===== src/rtl/argon_pkg.sv =====
// Shared Argon definitions: flag bit positions, ALU opcodes and the sequencer state type.
package argon_pkg;

    localparam int NFLAGS    = 6;
    localparam int F_CARRY   = 0;
    localparam int F_ZERO    = 1;
    localparam int F_EQUAL   = 2;
    localparam int F_GREATER = 3;
    localparam int F_LESS    = 4;
    localparam int F_BORROW  = 5;

    typedef enum logic [1:0] {IDLE, SHIFT, HOLD} alu_state_t;

    // Plain 4-bit vector so reserved encodings 0xD-0xF remain representable.
    typedef logic [3:0] alu_op_t;

    localparam alu_op_t ALU_ADD  = 4'h0;
    localparam alu_op_t ALU_ADC  = 4'h1;
    localparam alu_op_t ALU_SBC  = 4'h2;
    localparam alu_op_t ALU_CMP  = 4'h3;
    localparam alu_op_t ALU_INC  = 4'h4;
    localparam alu_op_t ALU_DEC  = 4'h5;
    localparam alu_op_t ALU_NAND = 4'h6;
    localparam alu_op_t ALU_AND  = 4'h7;
    localparam alu_op_t ALU_OR   = 4'h8;
    localparam alu_op_t ALU_NOR  = 4'h9;
    localparam alu_op_t ALU_XOR  = 4'hA;
    localparam alu_op_t ALU_LSH  = 4'hB;
    localparam alu_op_t ALU_RSH  = 4'hC;

    localparam alu_op_t ALU_LAST_LEGAL = ALU_RSH;

endpackage


===== src/rtl/argon_alu_comb.sv =====
// Single-step combinational ALU datapath. Shifts move one bit when the amount is
// non-zero and pass A through otherwise; the sequencer iterates them.
module argon_alu_comb
    import argon_pkg::*;
#(
    parameter int WIDTH   = 16,
    parameter int SHAMT_W = $clog2(WIDTH),
    parameter int NFLAGS  = argon_pkg::NFLAGS
) (
    input  alu_op_t           op_i,
    input  logic [WIDTH-1:0]  a_i,
    input  logic [WIDTH-1:0]  b_i,
    input  logic [NFLAGS-1:0] flags_i,
    output logic [WIDTH-1:0]  result_o,
    output logic [NFLAGS-1:0] flags_o,
    output logic              illegal_o
);

    localparam logic [WIDTH:0] ONE_W = {{WIDTH{1'b0}}, 1'b1};

    logic [WIDTH:0]       wide;
    logic [SHAMT_W-1:0]   shamt;

    assign shamt = b_i[SHAMT_W-1:0];

    always_comb begin
        wide      = '0;
        result_o  = '0;
        flags_o   = flags_i;
        illegal_o = 1'b0;
        unique case (op_i)
            ALU_ADD, ALU_ADC: begin
                wide = {1'b0, a_i} + {1'b0, b_i}
                     + {{WIDTH{1'b0}}, (op_i == ALU_ADC) & flags_i[F_CARRY]};
                result_o          = wide[WIDTH-1:0];
                flags_o[F_CARRY]  = wide[WIDTH];
                flags_o[F_BORROW] = 1'b0;
            end
            ALU_SBC: begin
                // Bit WIDTH of the extended difference is set exactly when a < b + bin.
                wide = {1'b0, a_i} - {1'b0, b_i} - {{WIDTH{1'b0}}, flags_i[F_BORROW]};
                result_o          = wide[WIDTH-1:0];
                flags_o[F_BORROW] = wide[WIDTH];
                flags_o[F_CARRY]  = ~wide[WIDTH];
            end
            ALU_CMP: begin
                result_o           = a_i;
                flags_o[F_EQUAL]   = (a_i == b_i);
                flags_o[F_GREATER] = (a_i > b_i);
                flags_o[F_LESS]    = (a_i < b_i);
            end
            ALU_INC: begin
                wide             = {1'b0, a_i} + ONE_W;
                result_o         = wide[WIDTH-1:0];
                flags_o[F_CARRY] = wide[WIDTH];
            end
            ALU_DEC: begin
                wide              = {1'b0, a_i} - ONE_W;
                result_o          = wide[WIDTH-1:0];
                flags_o[F_BORROW] = wide[WIDTH];
            end
            ALU_NAND, ALU_AND, ALU_OR, ALU_NOR, ALU_XOR: begin
                case (op_i)
                    ALU_NAND: result_o = ~(a_i & b_i);
                    ALU_AND:  result_o = a_i & b_i;
                    ALU_OR:   result_o = a_i | b_i;
                    ALU_NOR:  result_o = ~(a_i | b_i);
                    default:  result_o = a_i ^ b_i;
                endcase
                flags_o[F_CARRY]  = 1'b0;
                flags_o[F_BORROW] = 1'b0;
            end
            ALU_LSH: begin
                result_o         = (shamt != '0) ? {a_i[WIDTH-2:0], 1'b0} : a_i;
                flags_o[F_CARRY] = (shamt != '0) & a_i[WIDTH-1];
            end
            ALU_RSH: begin
                result_o         = (shamt != '0) ? {1'b0, a_i[WIDTH-1:1]} : a_i;
                flags_o[F_CARRY] = (shamt != '0) & a_i[0];
            end
            default: illegal_o = 1'b1;
        endcase
        if (!illegal_o) flags_o[F_ZERO] = (result_o == '0);
    end

endmodule


===== src/rtl/argon_alu_seq.sv =====
// Handshaked sequential ALU: accepts one op, iterates multi-bit shifts one bit per
// cycle, then holds result and flag register until the consumer takes them.
module argon_alu_seq
    import argon_pkg::*;
#(
    parameter int WIDTH   = 16,
    parameter int SHAMT_W = $clog2(WIDTH),
    parameter int NFLAGS  = argon_pkg::NFLAGS
) (
    input  logic              clk,
    input  logic              rst,
    input  logic              i_valid,
    output logic              o_ready,
    input  logic [3:0]        i_op,
    input  logic [WIDTH-1:0]  i_a,
    input  logic [WIDTH-1:0]  i_b,
    input  logic              i_flags_clr,
    output logic              o_valid,
    input  logic              i_ready,
    output logic [WIDTH-1:0]  o_result,
    output logic [NFLAGS-1:0] o_flags,
    output logic              o_illegal
);

    localparam logic [SHAMT_W-1:0] CNT_ONE   = {{(SHAMT_W-1){1'b0}}, 1'b1};
    localparam logic [WIDTH-1:0]   STEP_ONE  = {{(WIDTH-1){1'b0}}, 1'b1};

    alu_state_t          state_q, state_d;
    alu_op_t             op_q, op_d;
    logic [WIDTH-1:0]    result_q, result_d;
    logic [NFLAGS-1:0]   flags_q, flags_d, flags_eff;
    logic                illegal_q, illegal_d;
    logic [SHAMT_W-1:0]  cnt_q, cnt_d;

    alu_op_t             c_op;
    logic [WIDTH-1:0]    c_a, c_b, c_result;
    logic [NFLAGS-1:0]   c_flags_in, c_flags_out;
    logic                c_illegal;
    logic                is_shift;

    argon_alu_comb #(.WIDTH(WIDTH), .SHAMT_W(SHAMT_W), .NFLAGS(NFLAGS)) u_comb (
        .op_i     (c_op),
        .a_i      (c_a),
        .b_i      (c_b),
        .flags_i  (c_flags_in),
        .result_o (c_result),
        .flags_o  (c_flags_out),
        .illegal_o(c_illegal)
    );

    assign flags_eff = i_flags_clr ? '0 : flags_q;
    assign is_shift  = ((i_op == ALU_LSH) || (i_op == ALU_RSH)) && (i_b[SHAMT_W-1:0] != '0);

    always_comb begin
        state_d    = state_q;
        op_d       = op_q;
        result_d   = result_q;
        flags_d    = flags_q;
        illegal_d  = illegal_q;
        cnt_d      = cnt_q;
        c_op       = i_op;
        c_a        = i_a;
        c_b        = i_b;
        c_flags_in = flags_eff;
        case (state_q)
            IDLE: begin
                flags_d = flags_eff;
                if (i_valid) begin
                    op_d = i_op;
                    if (is_shift) begin
                        result_d  = i_a;
                        cnt_d     = i_b[SHAMT_W-1:0];
                        illegal_d = 1'b0;
                        state_d   = SHIFT;
                    end else begin
                        result_d  = c_result;
                        flags_d   = c_flags_out;
                        illegal_d = c_illegal;
                        state_d   = HOLD;
                    end
                end
            end
            SHIFT: begin
                // Iterate a 1-bit step on the accumulator; flags land only with the final step.
                c_op       = op_q;
                c_a        = result_q;
                c_b        = STEP_ONE;
                c_flags_in = flags_q;
                result_d   = c_result;
                cnt_d      = cnt_q - CNT_ONE;
                if (cnt_q == CNT_ONE) begin
                    flags_d = c_flags_out;
                    state_d = HOLD;
                end
            end
            HOLD:    if (i_ready) state_d = IDLE;
            default: state_d = IDLE;
        endcase
    end

    always_ff @(posedge clk) begin
        if (rst) begin
            state_q   <= IDLE;
            result_q  <= '0;
            flags_q   <= '0;
            illegal_q <= 1'b0;
            cnt_q     <= '0;
        end else begin
            state_q   <= state_d;
            result_q  <= result_d;
            flags_q   <= flags_d;
            illegal_q <= illegal_d;
            cnt_q     <= cnt_d;
        end
    end

    always_ff @(posedge clk) op_q <= op_d;

    assign o_ready   = (state_q == IDLE);
    assign o_valid   = (state_q == HOLD);
    assign o_result  = result_q;
    assign o_flags   = flags_q;
    assign o_illegal = illegal_q;

endmodule

===== config.mk =====
export PLATFORM = sky130hd
export DESIGN_NAME = argon_alu_seq
export DESIGN_NICKNAME = d
export VERILOG_FILES = /design/src/rtl/argon_pkg.sv /design/src/rtl/argon_alu_comb.sv /design/src/rtl/argon_alu_seq.sv
export SDC_FILE = /design/constraint.sdc
export NUM_CORES = 1
export LEC_CHECK = 0
export ABC_AREA = 1
export ABC_CLOCK_PERIOD_IN_PS = 5800
export CORE_MARGIN = 2
export CORE_UTILIZATION = 35
export DETAILED_ROUTE_END_ITERATION = 8
export HOLD_SLACK_MARGIN = 0.02
export RECOVER_POWER = 25
export SKIP_LAST_GASP = 1
export SLEW_MARGIN = 10
export SYNTH_ARGS = -nofsm -noshare
export SYNTH_HDL_FRONTEND = slang
export SYNTH_SLANG_ARGS = --single-unit

===== constraint.sdc =====
create_clock -name clk -period 5.8 [get_ports clk]
set_input_delay 1.16 -clock clk [delete_from_list [all_inputs] [get_ports clk]]
set_output_delay 1.16 -clock clk [all_outputs]
set_load 0.02 [all_outputs]

======== Yosys cells after proc, flatten, opt, wreduce, memory -nomap -nowiden ========
Index checks and enable logic that the tools add are counted.
word-level totals
  register bits ........................... 33
  input port bits ......................... 41
  logic and storage cells ................. 93
operators by class
  $add $sub $neg .......................... 7
  magnitude comparators ................... 2
  equal/unequal tests ..................... 22
  multiplexer cells ....................... 30
  bitwise gates (word level) .............. 9
  reductions and logical operators ........ 17
operator list
  operator                                             number
  one-hot mux 16 bit (8 select lines)                  1
  two-way mux 16 bit                                   6
  one-hot mux 16 bit (4 select lines)                  1
  inverter 16 bit                                      2
  one-hot mux 16 bit (2 select lines)                  1
  two-way mux 6 bit                                    5
  equality test 4 bit, second input constant           7
  adder 16 x 1 -> 17 bit, second input constant        1
  adder 16 x 16 -> 17 bit                              1
  adder 17 x 1 -> 17 bit                               1
  subtractor 16 x 1 -> 17 bit, second input constant   1
  subtractor 16 x 16 -> 17 bit                         1
  subtractor 17 x 1 -> 17 bit                          1
  bitwise AND 16 bit                                   1
  equality test 16 bit                                 1
  equality test 4 x 3 -> 1 bit, second input constant  4
  > comparator 16 bit                                  1
  zero test 16 bit                                     1
  < comparator 16 bit                                  1
  bitwise OR 16 bit                                    1
  XOR 16 bit                                           1
  OR reduction 13 bit                                  1
  two-way mux 4 bit                                    3
  one-hot mux 6 bit (2 select lines)                   1
  other kinds (27)                                     42

======== Logic depth before layout (Yosys ltp) ========
Gate-level depths: netlist (run 1).
  depth after elaboration ................. 11
  mapped depth ............................ 32
  gate-level depth less buffers ........... 31

======== Modules after synthesis ========
Synthesis (run 1) repeated with hierarchy kept, for this count alone.
second synthesis, totals
  cell total of the unflattened synthesis .. 1,396
  area total of the unflattened synthesis .. 7,470.9 µm²
modules (own cells, without submodules)
  module          times used  cells an instance  area an instance (µm²)  seq. area each (µm²)
  argon_alu_comb  1           1,054              5,351.4                 0.0
  argon_alu_seq   1           342                2,119.5                 700.7

======== Worst setup path before layout (run 1) ========
No wires, ideal clock.
  path type ............................... input-to-reg
  start ................................... in i_flags_clr
  end ..................................... reg flags_q[5] (netlist: o_flags[5])
  setup time .............................. 132 ps
  arrival ................................. 3,654 ps
  path slack .............................. 2,013 ps
  cell stages on the path ................. 28
  path through ............................ inv_1 nor2_1 inv_1 nand2_1 inv_1 nand2_1 nand2_1 inv_1 ha_1 inv_1 nand2_1 inv_1 fa_1 inv_1 nand3_1 nand2_1 nand2_1 nand2_1 nand2_1 nand2_1 nand2_1 nand2_1 a21oi_1 or2_2 nand3_1 nand3_1 o21ai_0 a21oi_1
on the way
  longest elaborated chain between the ends .. 7
ends and longest elaborated chain
  element                               RTL line              RTL
  from (decl)                           argon_alu_seq.sv:17   input logic i_flags_clr,
  two-way mux 6 bit *                   argon_alu_seq.sv:51   assign flags_eff = i_flags_clr ? '0 : flags_q;
  two-way mux 6 bit                     argon_alu_seq.sv:65   case (state_q)
  subtractor 17 x 1 -> 17 bit           argon_alu_comb.sv:41  wide = {1'b0, a_i} - {1'b0, b_i} - {{WIDTH{1'b0}}, flags_i[F_BORROW]};
  one-hot mux 1 bit (3 select lines)    argon_alu_comb.sv:31  unique case (op_i)
  two-way mux 6 bit                     argon_alu_seq.sv:70   if (is_shift) begin
  two-way mux 6 bit                     argon_alu_seq.sv:68   if (i_valid) begin
  one-hot mux 6 bit (2 select lines) *  argon_alu_seq.sv:65
  to (signal assigned)                  argon_alu_seq.sv:111  flags_q <= flags_d;
  to (decl)                             argon_alu_seq.sv:31   logic [NFLAGS-1:0] flags_q, flags_d, flags_eff;
Mark *: on every way between the ends. The rest lies on a longest branch, timed or not. The select of a mux whose other input is x is not followed.
A chain may end at the register's enable or synchronous reset.

======== Worst setup path after layout (run 1) ========
  start ................................... in i_flags_clr
  end ..................................... reg flags_q[1] (netlist: o_flags[1])
on the way
  longest elaborated chain between the ends .. 10
ends and longest elaborated chain
  element                               RTL line              RTL
  two-way mux 6 bit *                   argon_alu_seq.sv:51
  two-way mux 6 bit                     argon_alu_seq.sv:65
  bitwise AND 1 bit                     argon_alu_comb.sv:34  + {{WIDTH{1'b0}}, (op_i == ALU_ADC) & flags_i[F_CARRY]};
  adder 17 x 1 -> 17 bit                argon_alu_comb.sv:34
  one-hot mux 16 bit (8 select lines)   argon_alu_comb.sv:31
  zero test 16 bit                      argon_alu_comb.sv:83  if (!illegal_o) flags_o[F_ZERO] = (result_o == '0);
  two-way mux 1 bit                     argon_alu_comb.sv:83
  two-way mux 6 bit                     argon_alu_seq.sv:70
  two-way mux 6 bit                     argon_alu_seq.sv:68
  one-hot mux 6 bit (2 select lines) *  argon_alu_seq.sv:65
Marked as above.

==> flow_summary.json, run 1 <==
{
  "final_area_sq_um": 8620,
  "vias_per_cell": 5.50,
  "routabilityCongestion": 1.03,
  "grt_pass1_vias": 8490,
  "final_nets": 1576,
  "die_x_microns": 151,
  "period_needed_ns": 4.82,
  "drc": 0,
  "fillers": 2413,
  "power_density_nw_per_um2": 181,
  "insertion_delay_ns": 0.29,
  "pwr-share-seq_pct": 18.6,
  "syn_avg_cell_area_sq_um": 5.41,
  "die_area_sq_um": 22900,
  "r2r_start": "state_q[0]",
  "min-delay-path-class": "reg -> reg",
  "netlist_instances": 1402,
  "areaGrowthSynthToFinish_pct": 13.5,
  "coreArea_sq_um": 21200,
  "outcome": "finished, final reports clean",
  "start_kind": "primary input",
  "num_vias": 9499,
  "critPathKind": "in -> reg",
  "synth_edf_count": 4,
  "ios": 66,
  "pwr-share-comb_pct": 62.1,
  "place_hpwl_microns": 24900,
  "final_common_cell": "nand2_1",
  "diodes": 0,
  "p_leak_nw": 4.33,
  "cap_viol_max_count": 0,
  "place_area_sq_um": 8450,
  "die_h_microns": 151,
  "critPathCaptureType": "flop",
  "internal_power_mw": 0.769,
  "cp_data_arrival_time_ns": 5.03,
  "ys_warn_count": 0,
  "grt_pass1_wl_microns": 48800,
  "finalSetupViolCount": 0,
  "rows": 53,
  "crit_slowest_cell": "clkdlybuf4s50_1",
  "ctsHoldBuffers": 0,
  "io_buffers": 65,
  "timing.final.crit_share_pct": 83.0,
  "initial_core_util_pct": 35.9,
  "wl_microns": 32100,
  "antenna_found_initial": 0,
  "slew_headroom_pct": 16.7,
  "wire_per_inst_microns": 18.6,
  "drtIter0Drc": 1031,
  "synthDistinctLibCells": 48,
  "crit_top_cell": "nand2_1",
  "finClkSkew_ns": 0.00569,
  "ys_ff_latch": 33,
  "numClockSinks": 33,
  "cp_max_fo": 7,
  "power_frac_clock_pct": 19.3,
  "crit_start": "i_flags_clr",
  "grtUsageTotal_pct": 28.0,
  "yosysSeqAreaShare_pct": 9.23,
  "vdd_drop_max_mv": 0.161,
  "fmaxAchievable_mhz": 208,
  "clock_path_buffers": 2,
  "clkTransAtPathRegs_ns": 0.06,
  "root_buffer": "clkbuf_16",
  "swShare_pct": 50.8,
  "cpPeakStageDelay_ns": 0.45,
  "drive_gt1_share_pct": 5.79,
  "cts_tree": "yes",
  "final-hold-violation-count": 0,
  "grt_setup_unrepaired": "false",
  "antenna_left": 0,
  "netlist_area_sq_um": 7590,
  "p_switching_mw": 0.794,
  "worst_slew_pin_slew_ns": 1.24,
  "finalSetupTns_ns": 0,
  "cp.required_ns": 6.02,
  "postCtsSetupBuffers": 0,
  "final_cell_mix": "nand2_1 (445), inv_1 (179), nor2_1 (166)",
  "worstHoldStart": "o_result[1]",
  "grt_max_degree": 56,
  "drt_pass1_iterations": 6,
  "ys.flop_type": "dfxtp_1",
  "synth-async-reset-ratio_pct": 0,
  "cts-resized-gates": 0,
  "grt-ovfl-total": 0,
  "htree_levels": 2,
  "cts_made_buffers": 5,
  "maxSlewViolCount": 0,
  "synth.net_count": 1527
}
state kept, by name, summed over array words and instances (netlist names):
register	flops
state_q	2
o_flags	6
o_result	16
op_q	4
o_illegal	1
cnt_q	4
per-layer routing:
metal | vias to the layer above | wire (microns) | global-route usage, %
met5 | - | 0 | 0
met1 | 4307 | 13900 | 39.0
met3 | 68 | 2940 | 3.34
met2 | 503 | 14000 | 44.5
li1 | 4621 | - | -
met4 | 0 | 1220 | 10.0
cell usage after synthesis (3+ instances only):
cell | count | area [sq um]
nand2_1 | 445 | 1670
inv_1 | 179 | 672
nor2_1 | 166 | 623
nand3_1 | 134 | 671
o21ai_0 | 96 | 480
ha_1 | 82 | 1030
a21oi_1 | 72 | 360
dfxtp_1 | 29 | 581
nand2_2 | 25 | 156
nor3_1 | 15 | 75.1
nor2_2 | 14 | 87.6
a31oi_1 | 13 | 81.3
nand4_1 | 13 | 81.3
buf_2 | 11 | 55.1
clkbuf_1 | 9 | 33.8
nand3b_1 | 9 | 67.6
buf_4 | 7 | 52.6
or2_2 | 6 | 37.5
inv_2 | 5 | 18.8
nand2_4 | 5 | 56.3
o211ai_1 | 5 | 37.5
o21ai_1 | 5 | 25.0
a211oi_1 | 4 | 30.0
edfxtp_1 | 4 | 120
o21a_1 | 4 | 30.0
o21ai_4 | 4 | 65.1
o31ai_1 | 4 | 30.0
a221oi_1 | 3 | 26.3
nor2_4 | 3 | 33.8
nor4_1 | 3 | 18.8
xor2_1 | 3 | 26.3
layout make-up:
type                    count  area [sq um]  share of cell area (%)
multi-input cells        1152          5990                    69.5
repair buffers             74           718                    8.33
flip-flops and latches     33           701                    8.13
inverters                 185           694                    8.06
well taps                 275           344                    3.99
clock buffers               8           168                    1.95
cells by family after synthesis:
family / Yosys count / share of synthesized area, %
buffers and inverters: 217 / 11.8
xor gates and xnor gates: 3 / 0.346
and+or+nand+nor: 845 / 48.1
AOI/OAI and AO/OA: 220 / 16.4
adders and majority gates: 84 / 14.0
DFF: 33 / 9.23
worst paths after layout:
path                 endpoint  slack (ns)  cells after the start
setup / recovery   o_flags[1]        0.98                     31
hold / removal    o_result[1]        0.52                      2
setup reg to reg   o_flags[1]        1.21                     21
hold reg to reg   o_result[1]        0.52                      2
power groups by stage:
stage / sequential (mW) / clock (mW) / combinational (mW)
after floorplan: 0.316 / 0 / 0.606
after global placement: 0.295 / 0 / 0.944
after detailed placement: 0.295 / 0 / 0.943
after CTS: 0.291 / 0.305 / 0.948
after global routing: 0.295 / 0.316 / 1.06
final: 0.291 / 0.301 / 0.970
critical path, delay by kind of cell:
kind,cells,cell delay [ns]
AND/OR/NAND/NOR,19,1.94
AO/OA/AOI/OAI,2,0.35
adder cells (fa/ha/maj),2,0.51
buffers and inverters,8,1.04
per-stage QoR:
step	total power, mW	hold WS, ns	instances	worst slack (ns)	util [%]
finish	1.56	0.517	1727	0.984	40.7
global route	1.67	0.540	1727	0.656	40.7
CTS	1.54	0.516	1727	1.09	40.7
detailed placement	1.24	0.477	1719	0.799	39.9
global placement	1.24	0.493	1719	0.863	39.9
floorplan	0.923	0.526	1402	2.01	-
(Power assumes the default switching activity.)
==> run 2: changes to the inputs <==
ABC_CLOCK_PERIOD_IN_PS = 4650   (was 5800)
clock period = 4.65 ns   (was 5.8 ns; I/O delays follow)
==> run 2 against run 1 <==
  * Critical path depth is 10 lower
  * Global-route usage is 0.66 points lower
  * Flip-flop and latch count unchanged
  * Routed wire length fell by 2.2%
  * Cell count is 1.9% higher
  * Via count fell by 0.53%
  * Clock skew up 0.0071 ns
  * Non-clock buffer count grew 33
  * Register-to-register slack lost 0.84 ns
  * Combinational power increased by 27%
==> flow_summary.json, run 2 (synthesized netlist as in run 1, its figures left out) <==
{
  "grt_pass1_vias": 8799,
  "diodes": 0,
  "root_buffer": "clkbuf_16",
  "wl_microns": 31400,
  "grt_pass1_wl_microns": 47900,
  "finalSetupViolCount": 0,
  "drc": 0,
  "coreArea_sq_um": 21200,
  "timing.rr.end": "o_flags[5]",
  "outcome": "finished, final reports clean",
  "timing.final.crit_share_pct": 92.0,
  "final_common_cell": "nand2_1",
  "largest_register_ffs": 16,
  "crit_family": "simple AND/OR/NAND/NOR gates",
  "place_hpwl_microns": 25200,
  "clock_path_buffers": 2,
  "crit_slowest_cell": "nand2_4",
  "grt-ovfl-total": 0,
  "min-delay-path-class": "reg -> reg",
  "rows": 53,
  "ctsHoldBuffers": 0,
  "r2r_start": "state_q[1]",
  "period_needed_ns": 4.28,
  "insertion_delay_ns": 0.28,
  "die_area_sq_um": 22900,
  "path_cells": "inv_2 -> nand2_4 -> buf_4 -> nand2_1 -> ha_1 -> inv_1 -> ha_1 -> nand2_1 -> inv_1 -> nand2_1 -> nor3_1 -> nand2_1 -> nand2_1 -> nand2_1 -> nand2_1 -> a21oi_1 -> or2_2 -> nand3_1 -> nand3_1 -> o21ai_0 -> a21oi_1",
  "final-hold-violation-count": 0,
  "whs_path_depth": 2,
  "grt_max_degree": 39,
  "cts_made_buffers": 5,
  "htree_levels": 2,
  "path_depth": 21,
  "final_nets": 1609,
  "cpPeakStageDelay_ns": 0.45,
  "cap_viol_max_count": 0,
  "grtUsageTotal_pct": 27.4,
  "final_cell_mix": "nand2_1 (445), inv_1 (179), nor2_1 (166)",
  "numClockSinks": 33,
  "io_buffers": 65,
  "die_x_microns": 151,
  "drtIter0Drc": 862,
  "num_vias": 9449,
  "areaGrowthSynthToFinish_pct": 16.9,
  "crit_top_cell": "nand2_1",
  "r2r_cells": 21,
  "cp.required_ns": 4.79,
  "maxSlewViolCount": 0,
  "cp_data_arrival_time_ns": 4.42,
  "finClkSkew_ns": 0.0128,
  "place_area_sq_um": 8700,
  "final_cells": 1760,
  "critPathCaptureType": "flop",
  "rrSetupSlack_ns": 0.37,
  "fillers": 2331,
  "path_buf_inv": 4,
  "start_kind": "flop",
  "whs_endpoint": "o_flags[4]",
  "cp_max_fo": 38,
  "worstHoldStart": "o_flags[4]",
  "clkTransAtPathRegs_ns": 0.06,
  "power_density_nw_per_um2": 221,
  "vdd_drop_max_mv": 0.385,
  "antenna_found_initial": 0,
  "slew_headroom_pct": 30.6,
  "final_area_sq_um": 8870,
  "initial_core_util_pct": 35.9,
  "critPathKind": "reg -> reg",
  "die_h_microns": 151,
  "p_leak_nw": 4.49,
  "cts_tree": "yes",
  "drt_pass1_iterations": 6,
  "drive_gt1_share_pct": 7.95,
  "vias_per_cell": 5.37,
  "antenna_left": 0,
  "ios": 66,
  "fmaxAchievable_mhz": 234,
  "wire_per_inst_microns": 17.8,
  "worst_slew_pin_slew_ns": 1.04,
  "routabilityCongestion": 0.964,
  "finalSetupTns_ns": 0,
  "grt_setup_unrepaired": "false",
  "place_inst": 1752
}
## run 2: cell types whose count changed in the layout (fill, tap and decap cells not counted), sizes merged
cell           previous run  this run
dlygate4sd3              11         9
clkdlybuf4s50            54        56
buf                       9        42
## run 2: worst max-delay path by stage
stage	from	end	slack, ns
2_1_floorplan	state_q[1]	o_flags[5]	1.05
3_3_place_gp	i_op[1]	o_flags[1]	0.17
3_5_place_dp	i_op[1]	o_flags[1]	0.10
4_1_cts	i_op[1]	o_flags[1]	0.39
5_1_grt	i_op[1]	o_flags[1]	0.02
6_report	state_q[1]	o_flags[5]	0.37
## run 2: final cells by class
class                           instances  area [sq um]  share of cell area, %
Clock buffer                            8           168                   1.89
Timing Repair Buffer                  107           966                   10.9
Inverter                              185           694                   7.83
Sequential cell                        33           701                   7.90
Multi-Input combinational cell       1152          6000                   67.6
Tap cell                              275           344                   3.88
## run 2: worst min-delay path, cell delays in order (launching register included)
cell and delay (ns):
dfxtp_1 0.32, inv_1 0.07, a221oi_1 0.07
## run 2: report_power, final
group	switching [mW]	total (mW)	internal, mW
clock	0.129	0.375	0.246
sequential	0.0348	0.361	0.327
combinational	0.812	1.23	0.414
total	0.976	1.96	0.986
## run 2: layer usage
layer	part of all wire, %	routed length (microns)	vias to the layer above	GRT usage [%]
met5	0	0	-	0
met1	44	13900	4250	37.3
li1	-	-	4685	-
met2	43	13600	442	43.5
met3	8.5	2670	72	3.52
met4	3.8	1200	0	11.1
## run 2: metrics by stage
stage	total power, mW	hold WS (ns)	setup slack (ns)	utilization [%]
floorplan	1.15	0.526	1.05	-
global placement	1.57	0.498	0.166	41.1
detailed placement	1.56	0.489	0.105	41.1
CTS	1.95	0.513	0.390	41.9
global route	2.11	0.537	0.0162	41.9
finish	1.96	0.507	0.372	41.9
## run 2: what timing repair did
action | 4_1_cts | 5_1_grt
endpoints found under the setup margin | 0 | 1
gates resized for setup | 0 | 1
buffers inserted | 0 | 0
